<file path="config.mk">
export PLATFORM = sky130hd
export DESIGN_NAME = rv32m_div_unit
export DESIGN_NICKNAME = d
export VERILOG_FILES = /design/src/rtl/rv32m_div_unit.sv
export SDC_FILE = /design/constraint.sdc
export NUM_CORES = 1
export LEC_CHECK = 0
export ABC_AREA = 1
export CORE_MARGIN = 5
export CORE_UTILIZATION = 35
export CTS_CLUSTER_SIZE = 25
export DETAILED_ROUTE_END_ITERATION = 10
export PLACE_DENSITY = 0.58
export SLEW_MARGIN = 20
export SYNTH_ARGS = -nofsm -noshare
export SYNTH_HDL_FRONTEND = slang
export SYNTH_SLANG_ARGS = --single-unit
</file>
<file path="constraint.sdc">
create_clock -name CLK -period 2.15 [get_ports CLK]
set_input_delay 0.3225 -clock CLK [delete_from_list [all_inputs] [get_ports CLK]]
set_output_delay 0.3225 -clock CLK [all_outputs]
set_load 0.01 [all_outputs]
</file>
<file path="src/rtl/rv32m_div_unit.sv">
// rv32m_div_unit: multi-cycle RV32M DIV/DIVU/REM/REMU unit.
// Radix-2 restoring divider, 32 iterations plus a sign-fix cycle. Results for
// divide-by-zero and signed overflow come straight from the accept edge.
module rv32m_div_unit (
    input  logic        CLK,
    input  logic        RESET_N,
    input  logic        START,
    input  logic        FLUSH,
    input  logic [1:0]  OP,
    input  logic [31:0] DATA1,
    input  logic [31:0] DATA2,
    output logic        BUSY,
    output logic        DONE,
    output logic [31:0] RESULT
);

    typedef enum logic [1:0] {S_IDLE, S_CALC, S_FIX, S_DONE} state_t;

    state_t      r_state, w_next;
    logic [1:0]  r_op;
    logic        r_neg_q, r_neg_r;
    logic [31:0] r_quo, r_rem, r_dvs, r_result;
    logic [4:0]  r_cnt;
    logic        r_busy, r_done;

    // OP[0]=0 means signed (DIV/REM); OP[1]=1 means remainder (REM/REMU)
    logic        w_signed, w_is_rem, w_div0, w_ovf, w_special, w_accept;
    logic [31:0] w_abs1, w_abs2, w_spec_val;
    logic [32:0] w_shift, w_trial;
    logic [31:0] w_q_fix, w_r_fix;

    assign w_signed  = ~OP[0];
    assign w_is_rem  = OP[1];
    assign w_abs1    = (w_signed && DATA1[31]) ? -DATA1 : DATA1;
    assign w_abs2    = (w_signed && DATA2[31]) ? -DATA2 : DATA2;
    assign w_div0    = (DATA2 == 32'd0);
    assign w_ovf     = w_signed && (DATA1 == 32'h8000_0000) && (DATA2 == 32'hFFFF_FFFF);
    assign w_special = w_div0 || w_ovf;
    assign w_spec_val = w_div0 ? (w_is_rem ? DATA1 : 32'hFFFF_FFFF)
                               : (w_is_rem ? 32'd0 : 32'h8000_0000);
    assign w_accept  = START && !FLUSH && (r_state == S_IDLE || r_state == S_DONE);

    // One restoring step: shift the next dividend bit into the partial remainder
    assign w_shift = {r_rem, r_quo[31]};
    assign w_trial = w_shift - {1'b0, r_dvs};

    assign w_q_fix = r_neg_q ? -r_quo : r_quo;
    assign w_r_fix = r_neg_r ? -r_rem : r_rem;

    // State register
    always_ff @(posedge CLK or negedge RESET_N) begin
        if (!RESET_N) r_state <= S_IDLE;
        else          r_state <= w_next;
    end

    // Next-state logic; FLUSH overrides everything, including a new START
    always_comb begin
        w_next = r_state;
        if (FLUSH) begin
            w_next = S_IDLE;
        end else begin
            case (r_state)
                S_IDLE, S_DONE: begin
                    if (START) w_next = w_special ? S_DONE : S_CALC;
                    else       w_next = S_IDLE;
                end
                S_CALC:  if (r_cnt == 5'd0) w_next = S_FIX;
                S_FIX:   w_next = S_DONE;
                default: w_next = S_IDLE;
            endcase
        end
    end

    // Datapath: operand capture, iteration, sign fix and result hold
    always_ff @(posedge CLK or negedge RESET_N) begin
        if (!RESET_N) begin
            r_op     <= 2'd0;
            r_neg_q  <= 1'b0;
            r_neg_r  <= 1'b0;
            r_quo    <= 32'd0;
            r_rem    <= 32'd0;
            r_dvs    <= 32'd0;
            r_cnt    <= 5'd0;
            r_result <= 32'd0;
        end else if (w_accept) begin
            r_op    <= OP;
            r_neg_q <= w_signed && (DATA1[31] ^ DATA2[31]);
            r_neg_r <= w_signed && DATA1[31];
            r_quo   <= w_abs1;
            r_rem   <= 32'd0;
            r_dvs   <= w_abs2;
            r_cnt   <= 5'd31;
            if (w_special) r_result <= w_spec_val;
        end else if (!FLUSH && r_state == S_CALC) begin
            if (!w_trial[32]) begin
                r_rem <= w_trial[31:0];
                r_quo <= {r_quo[30:0], 1'b1};
            end else begin
                r_rem <= w_shift[31:0];
                r_quo <= {r_quo[30:0], 1'b0};
            end
            r_cnt <= r_cnt - 5'd1;
        end else if (!FLUSH && r_state == S_FIX) begin
            r_result <= r_op[1] ? w_r_fix : w_q_fix;
        end
    end

    // Registered handshake outputs, decoded from the upcoming state
    always_ff @(posedge CLK or negedge RESET_N) begin
        if (!RESET_N) begin
            r_busy <= 1'b0;
            r_done <= 1'b0;
        end else begin
            r_busy <= (w_next == S_CALC) || (w_next == S_FIX);
            r_done <= (w_next == S_DONE);
        end
    end

    assign BUSY   = r_busy;
    assign DONE   = r_done;
    assign RESULT = r_result;

endmodule

</file>
# Word level (Yosys, flattened, before mapping)
# Cells that the tools add are included.
[totals] regBits=141 inputBits=70 output_inout_bits=34
[op_classes] n_addsub=6 eq_ne=10 bitwise=2 n_reduce_logical=20 n_mux=25
[ops] operator="two-way mux 32 bit" n=17
[ops] operator="negator 32 bit" n=4
[ops] operator="== test 32 bit (second input constant)" n=2
[ops] operator="subtractor 33 x 32 -> 33 bit" n=1
[ops] operator="logical NOT 32 bit" n=1
[ops] operator="two-way mux 5 bit" n=2
[ops] operator="logical AND 1 bit" n=9
[ops] operator="== test 2 bit (second input constant)" n=4
[ops] operator="two-way mux 2 bit" n=4
[ops] operator="case mux 2 bit (3 select lines)" n=1
[ops] operator="logical NOT 5 bit" n=1
[ops] operator="subtractor 5 x 1 -> 5 bit (second input constant)" n=1
[ops] operator="== test 2 x 1 -> 1 bit (second input constant)" n=2
[ops] operator="!= test 2 bit (second input constant)" n=2
[ops] operator="nonzero test 2 bit" n=2
[ops] operator="logical OR 1 bit" n=3
[ops] operator="AND reduction 3 bit" n=1
[ops] operator="logical NOT 2 bit" n=1
[ops] operator="OR reduction 2 bit" n=1
[ops] operator="logical NOT 1 bit" n=1
[ops] operator="two-way mux 1 bit" n=1
[ops] operator="NOT 1 bit" n=1
[ops] operator="bitwise XOR 1 bit" n=1

# Depth between registers and ports, before layout
[logic_depth] word_depth=10 depth_mapped=18 ltp_nobuf=17

# Least setup slack after synthesis
# OpenSTA, ideal clock, no wires.
[synth_path] path_type="register to register" from="reg r_quo[31]" to="reg r_rem[31]" setup_slack_ns=-0.053 required_ns=2.034 period_less_slack_ns=2.203 n_path_buf=1 arrival_ns=2.086 stages_incl_launch_ff=19 path_cell_list="dfrtp_1 -> inv_1 -> ha_1 -> fa_1 -> inv_1 -> nand2_1 -> nand2_1 -> nand3_1 -> nand2_2 -> nand2_2 -> nand2_2 -> nand2_4 -> nand2_4 -> nand2_4 -> nand2_4 -> buf_8 -> nand3_1 -> nand2_1 -> nand2_1"
[synth_via] elab_chain_cells=4
[synth_lines] element="start: declaration" line_no="22" rtl="logic [31:0] r_quo, r_rem, r_dvs, r_result;"
[synth_lines] element="start signal: assignment" line_no="89" rtl="r_quo <= w_abs1;"
[synth_lines] element="start signal: assignment" line_no="97" rtl="r_quo <= {r_quo[30:0], 1'b1};"
[synth_lines] element="start signal: assignment" line_no="100" rtl="r_quo <= {r_quo[30:0], 1'b0};"
[synth_lines] element="subtractor 33 x 32 -> 33 bit" line_no="45" rtl="assign w_trial = w_shift - {1'b0, r_dvs};"
[synth_lines] element="two-way mux 32 bit" line_no="95" rtl="if (!w_trial[32]) begin"
[synth_lines] element="two-way mux 32 bit" line_no="94" rtl="end else if (!FLUSH && r_state == S_CALC) begin"
[synth_lines] element="two-way mux 32 bit" line_no="85" rtl="end else if (w_accept) begin"
[synth_lines] element="end signal: assignment" line_no="96" rtl="r_rem <= w_trial[31:0];"
[synth_lines] element="end signal: assignment" line_no="99" rtl="r_rem <= w_shift[31:0];"
[synth_lines] element="end: declaration" line_no="22"
# No other way between the ends. The select of a mux whose other input is x is not followed.
# A chain may end at the register's enable or synchronous reset.

# Worst setup path after layout
[layout_path] from="reg r_dvs[0]" to="reg r_rem[18]"
[layout_via] elab_chain_cells=4
[layout_lines] element="start: declaration" line_no="22"
[layout_lines] element="start signal: assignment" line_no="91" rtl="r_dvs <= w_abs2;"
[layout_lines] element="subtractor 33 x 32 -> 33 bit" line_no="45"
[layout_lines] element="two-way mux 32 bit" line_no="95"
[layout_lines] element="two-way mux 32 bit" line_no="94"
[layout_lines] element="two-way mux 32 bit" line_no="85"
# No other way between the ends. The select of a mux whose other input is x is not followed.

==> flow_summary.yaml <==
worst_setup_path:
  worstSetupPathType: "register to register"
  path_max_fanout: 6
  timing.critical_path.from: "r_dvs[0]"
  timing.critical_path.arrival_ns: 2.62
  critPathLaunchType: "register"
  critical_path.reg2reg.startpoint: "r_dvs[0]"
  cp_data_required_time_ns: 2.48
  endpoint_kind: "register"
grt:
  grt_max_degree: 90
  globalRoute.totalOverflow: 0
  via_count_of_the_first_global_routing_pass: 15080
  grt_overall_usage: 0.2575
  antenna_found_initial: 0
  grt_pass1_wl_um: 85100
floorplan:
  chipWidth_um: 206.2
  core_footprint_sq_um: 37840
  start_util: 0.3562
  fp.dieArea_sq_um: 42540
  placementRows: 71
  dieHeight_um: 206.2
  design.portCount: 104
placed_design:
  routability_driven_placement_congestion_ratio: 0.9629
  dpl_worst_slack_ns: -0.3420
  post-dp-hpwl_um: 45190
  placement.io_buffers: 103
detailed_routing:
  dr.pass1.iters: 6
  drt.antenna.violating_nets: 0
  totalWireLength_um: 56190
  vias: 16350
  routed_wire_length_per_instance_um: 17.39
  number_of_remaining_drc_errors: 0
  viasPerCell: 5.059
  dr.first_iter.drc_count: 1436
clock_tree:
  cts-root-to-sink-buffers: 2
  cts.htree.levels: 4
  insertion_delay_ns: 0.45
  cts_tree: "done"
  cts_buffers: 17
  cts-root-buf: "sky130_fd_sc_hd__clkbuf_16"
  clock_sink_count: 140
  clkTransAtPathRegs_ns: 0.07
layout:
  multiInputGateArea_sq_um: 9261
  layout-drive-gt1-share: 0.2330
  final_cell_mix: "746 x sky130_fd_sc_hd__nand2_1, 344 x sky130_fd_sc_hd__buf_4, 279 x sky130_fd_sc_hd__inv_1, 242 x sky130_fd_sc_hd__nand3_1, 211 x sky130_fd_sc_hd__nor2_1"
  layout_area_overhead_pct: 44.36
  final_nets: 2821
  antenna_fix_cells: 0
  nFillCells: 3950
  mostFrequentLayoutCell: "sky130_fd_sc_hd__nand2_1"
  seq_area_sq_um: 3506
power:
  power.leakage_nw: 10.20
  total_power_mw: 19.58
  power_density_nw_per_um2: 1006
  worst_ir_drop_vdd_v: 0.0006227
synth:
  syn_inst: 2278
  ys_dominant_reg_cell: "sky130_fd_sc_hd__dfrtp_1"
  yosys_warnings: 0
  synth.ff_latch_count: 140
  synth_async_sr_flop_share: 1.000
  synth_fp_nets: 2391
  mappedNetlistArea_sq_um: 13480
  synth_sequential_area_ratio: 0.2599
  netlist-cell-type-count: 49
  synthesis.area_per_instance_sq_um: 5.917
  synth_edf_count: 0
sta:
  hold_violations: 0
  slew_viol_final: 0
  final.min_clock_period_ns: 2.283
  timing.final.crit_share: 1.062
  rsz_0062_raised_after_global_routing: "true"
  relSlewSlack: 0.6979
  clock-skew-final_ns: 0.01611
  finalSetupViolations: 33
  achievable-frequency_mhz: 438.0
  tightestPinTransition_ns: 0.4484
  postLayoutSetupSlackWorst_ns: -0.1332
flow_run:
  max-cap-violations: 0
status:
  status: "complete, but fails checks"
  violations_in_the_final_reports: "negative setup slack"
min_path:
  holdCritPathClass: "input port to asynchronous set/reset pin"
timing repair:
item / in CTS / in global routing
gates resized for setup: 45 / 167
buffers inserted: 10 / 12
pin swaps: 9 / 49
hold buffers: 1 / 0
cloned: 2 / 5
hold endpoints to repair: 21 / 0
endpoints found under the setup margin: 37 / 67
synthesized netlist by cell type (20+ instances only):
| cell | instances | area, sq um |
|---|---|---|
| sky130_fd_sc_hd__dfrtp_1 | 140 | 3503 |
| sky130_fd_sc_hd__nor2_1 | 231 | 867.1 |
| sky130_fd_sc_hd__a21oi_1 | 47 | 235.2 |
| sky130_fd_sc_hd__o21ai_0 | 108 | 540.5 |
| sky130_fd_sc_hd__buf_2 | 20 | 100.1 |
| sky130_fd_sc_hd__nand2_1 | 788 | 2958 |
| sky130_fd_sc_hd__ha_1 | 42 | 525.5 |
| sky130_fd_sc_hd__inv_1 | 308 | 1156 |
| sky130_fd_sc_hd__nand4_1 | 42 | 262.8 |
| sky130_fd_sc_hd__nor3_1 | 22 | 110.1 |
| sky130_fd_sc_hd__nand3_1 | 281 | 1406 |
| sky130_fd_sc_hd__o211ai_1 | 21 | 157.7 |
| sky130_fd_sc_hd__xor2_1 | 29 | 254.0 |
| sky130_fd_sc_hd__clkbuf_1 | 35 | 131.4 |
layout make-up:
type                            count  area share
Inverter                          323     0.06301
Clock inverter                     10    0.007137
Tap cell                          511     0.03286
Clock buffer                       22     0.02437
Timing Repair Buffer              480      0.2165
Multi-Input combinational cell   1746      0.4760
Sequential cell                   140      0.1802
metrics by stage:
stage	TNS, ns	std cells	utilization	hold slack (ns)	cell area (sq um)
finish	-2.157	3232	0.5142	0.3080	19460
global route	-5.895	3232	0.5142	0.3433	19460
floorplan	0	2278	-	0.02691	13480
CTS	-3.080	3216	0.4913	0.2939	18590
global placement	-18.05	3171	0.4658	0.2082	17630
detailed placement	-20.30	3171	0.4658	0.2094	17630
power breakdown:
part | switching [mW] | internal (mW)
logic | 7.08 | 5.03
registers | 0.771 | 3.54
clock network | 1.25 | 1.92
total | 9.10 | 10.5
kinds of logic (layout without fill, tap and decap cells):
logic type                 Yosys count  count (layout)  synth area share
adders and majority gates           43              43           0.04047
AOI/OAI and AO/OA                  243             243            0.1073
xor gates and xnor gates            39              39           0.02534
and+or+nand+nor                   1419            1421            0.4502
buffers and inverters              394             835            0.1168
DFF                                140             140            0.2599
worst max-delay path, cell delays in order, from the launching register on:
cell                      delay, ns
sky130_fd_sc_hd__dfrtp_1       0.41
sky130_fd_sc_hd__ha_4          0.20
sky130_fd_sc_hd__fa_2          0.35
sky130_fd_sc_hd__inv_2         0.07
sky130_fd_sc_hd__nand2_2       0.05
sky130_fd_sc_hd__nand2_2       0.07
sky130_fd_sc_hd__nand3_2       0.06
sky130_fd_sc_hd__nand2_2       0.09
sky130_fd_sc_hd__nand2_2       0.08
sky130_fd_sc_hd__nand2_4       0.10
sky130_fd_sc_hd__nand2_8       0.08
sky130_fd_sc_hd__nand3_4       0.12
sky130_fd_sc_hd__buf_6         0.13
sky130_fd_sc_hd__buf_16        0.12
sky130_fd_sc_hd__nand3_1       0.09
sky130_fd_sc_hd__nand3_1       0.10
sky130_fd_sc_hd__nand2_1       0.06
routing by layer:
layer | global-route usage | share of wire | wire [um]
met1 | 0.3892 | 0.48 | 27020
met2 | 0.3956 | 0.43 | 24310
met3 | 0.03185 | 0.069 | 3903
met5 | 0 | 0 | 0
met4 | 0.04990 | 0.017 | 958
final timing paths:
path                                    to  slack [ns]  cells after the start
worst max register to register   r_rem[18]       -0.13                     16
max in group asynchronous         r_rem[6]        1.23                      3
worst min register to register  RESULT[10]        0.49                      2
min in group CLK                RESULT[10]        0.49                      2
worst max-delay path             r_rem[18]       -0.13                     16
worst min-delay path             r_dvs[21]        0.31                      2
state kept, by name, summed over array words and instances (netlist names):
name and cells:
RESULT 32, r_cnt 5, BUSY 1, r_op 1, DONE 1, r_dvs 32
r_state 2, r_neg_r 1, r_rem 32, r_neg_q 1, r_quo 32
No activity file was read; power rests on OpenSTA's default activity.
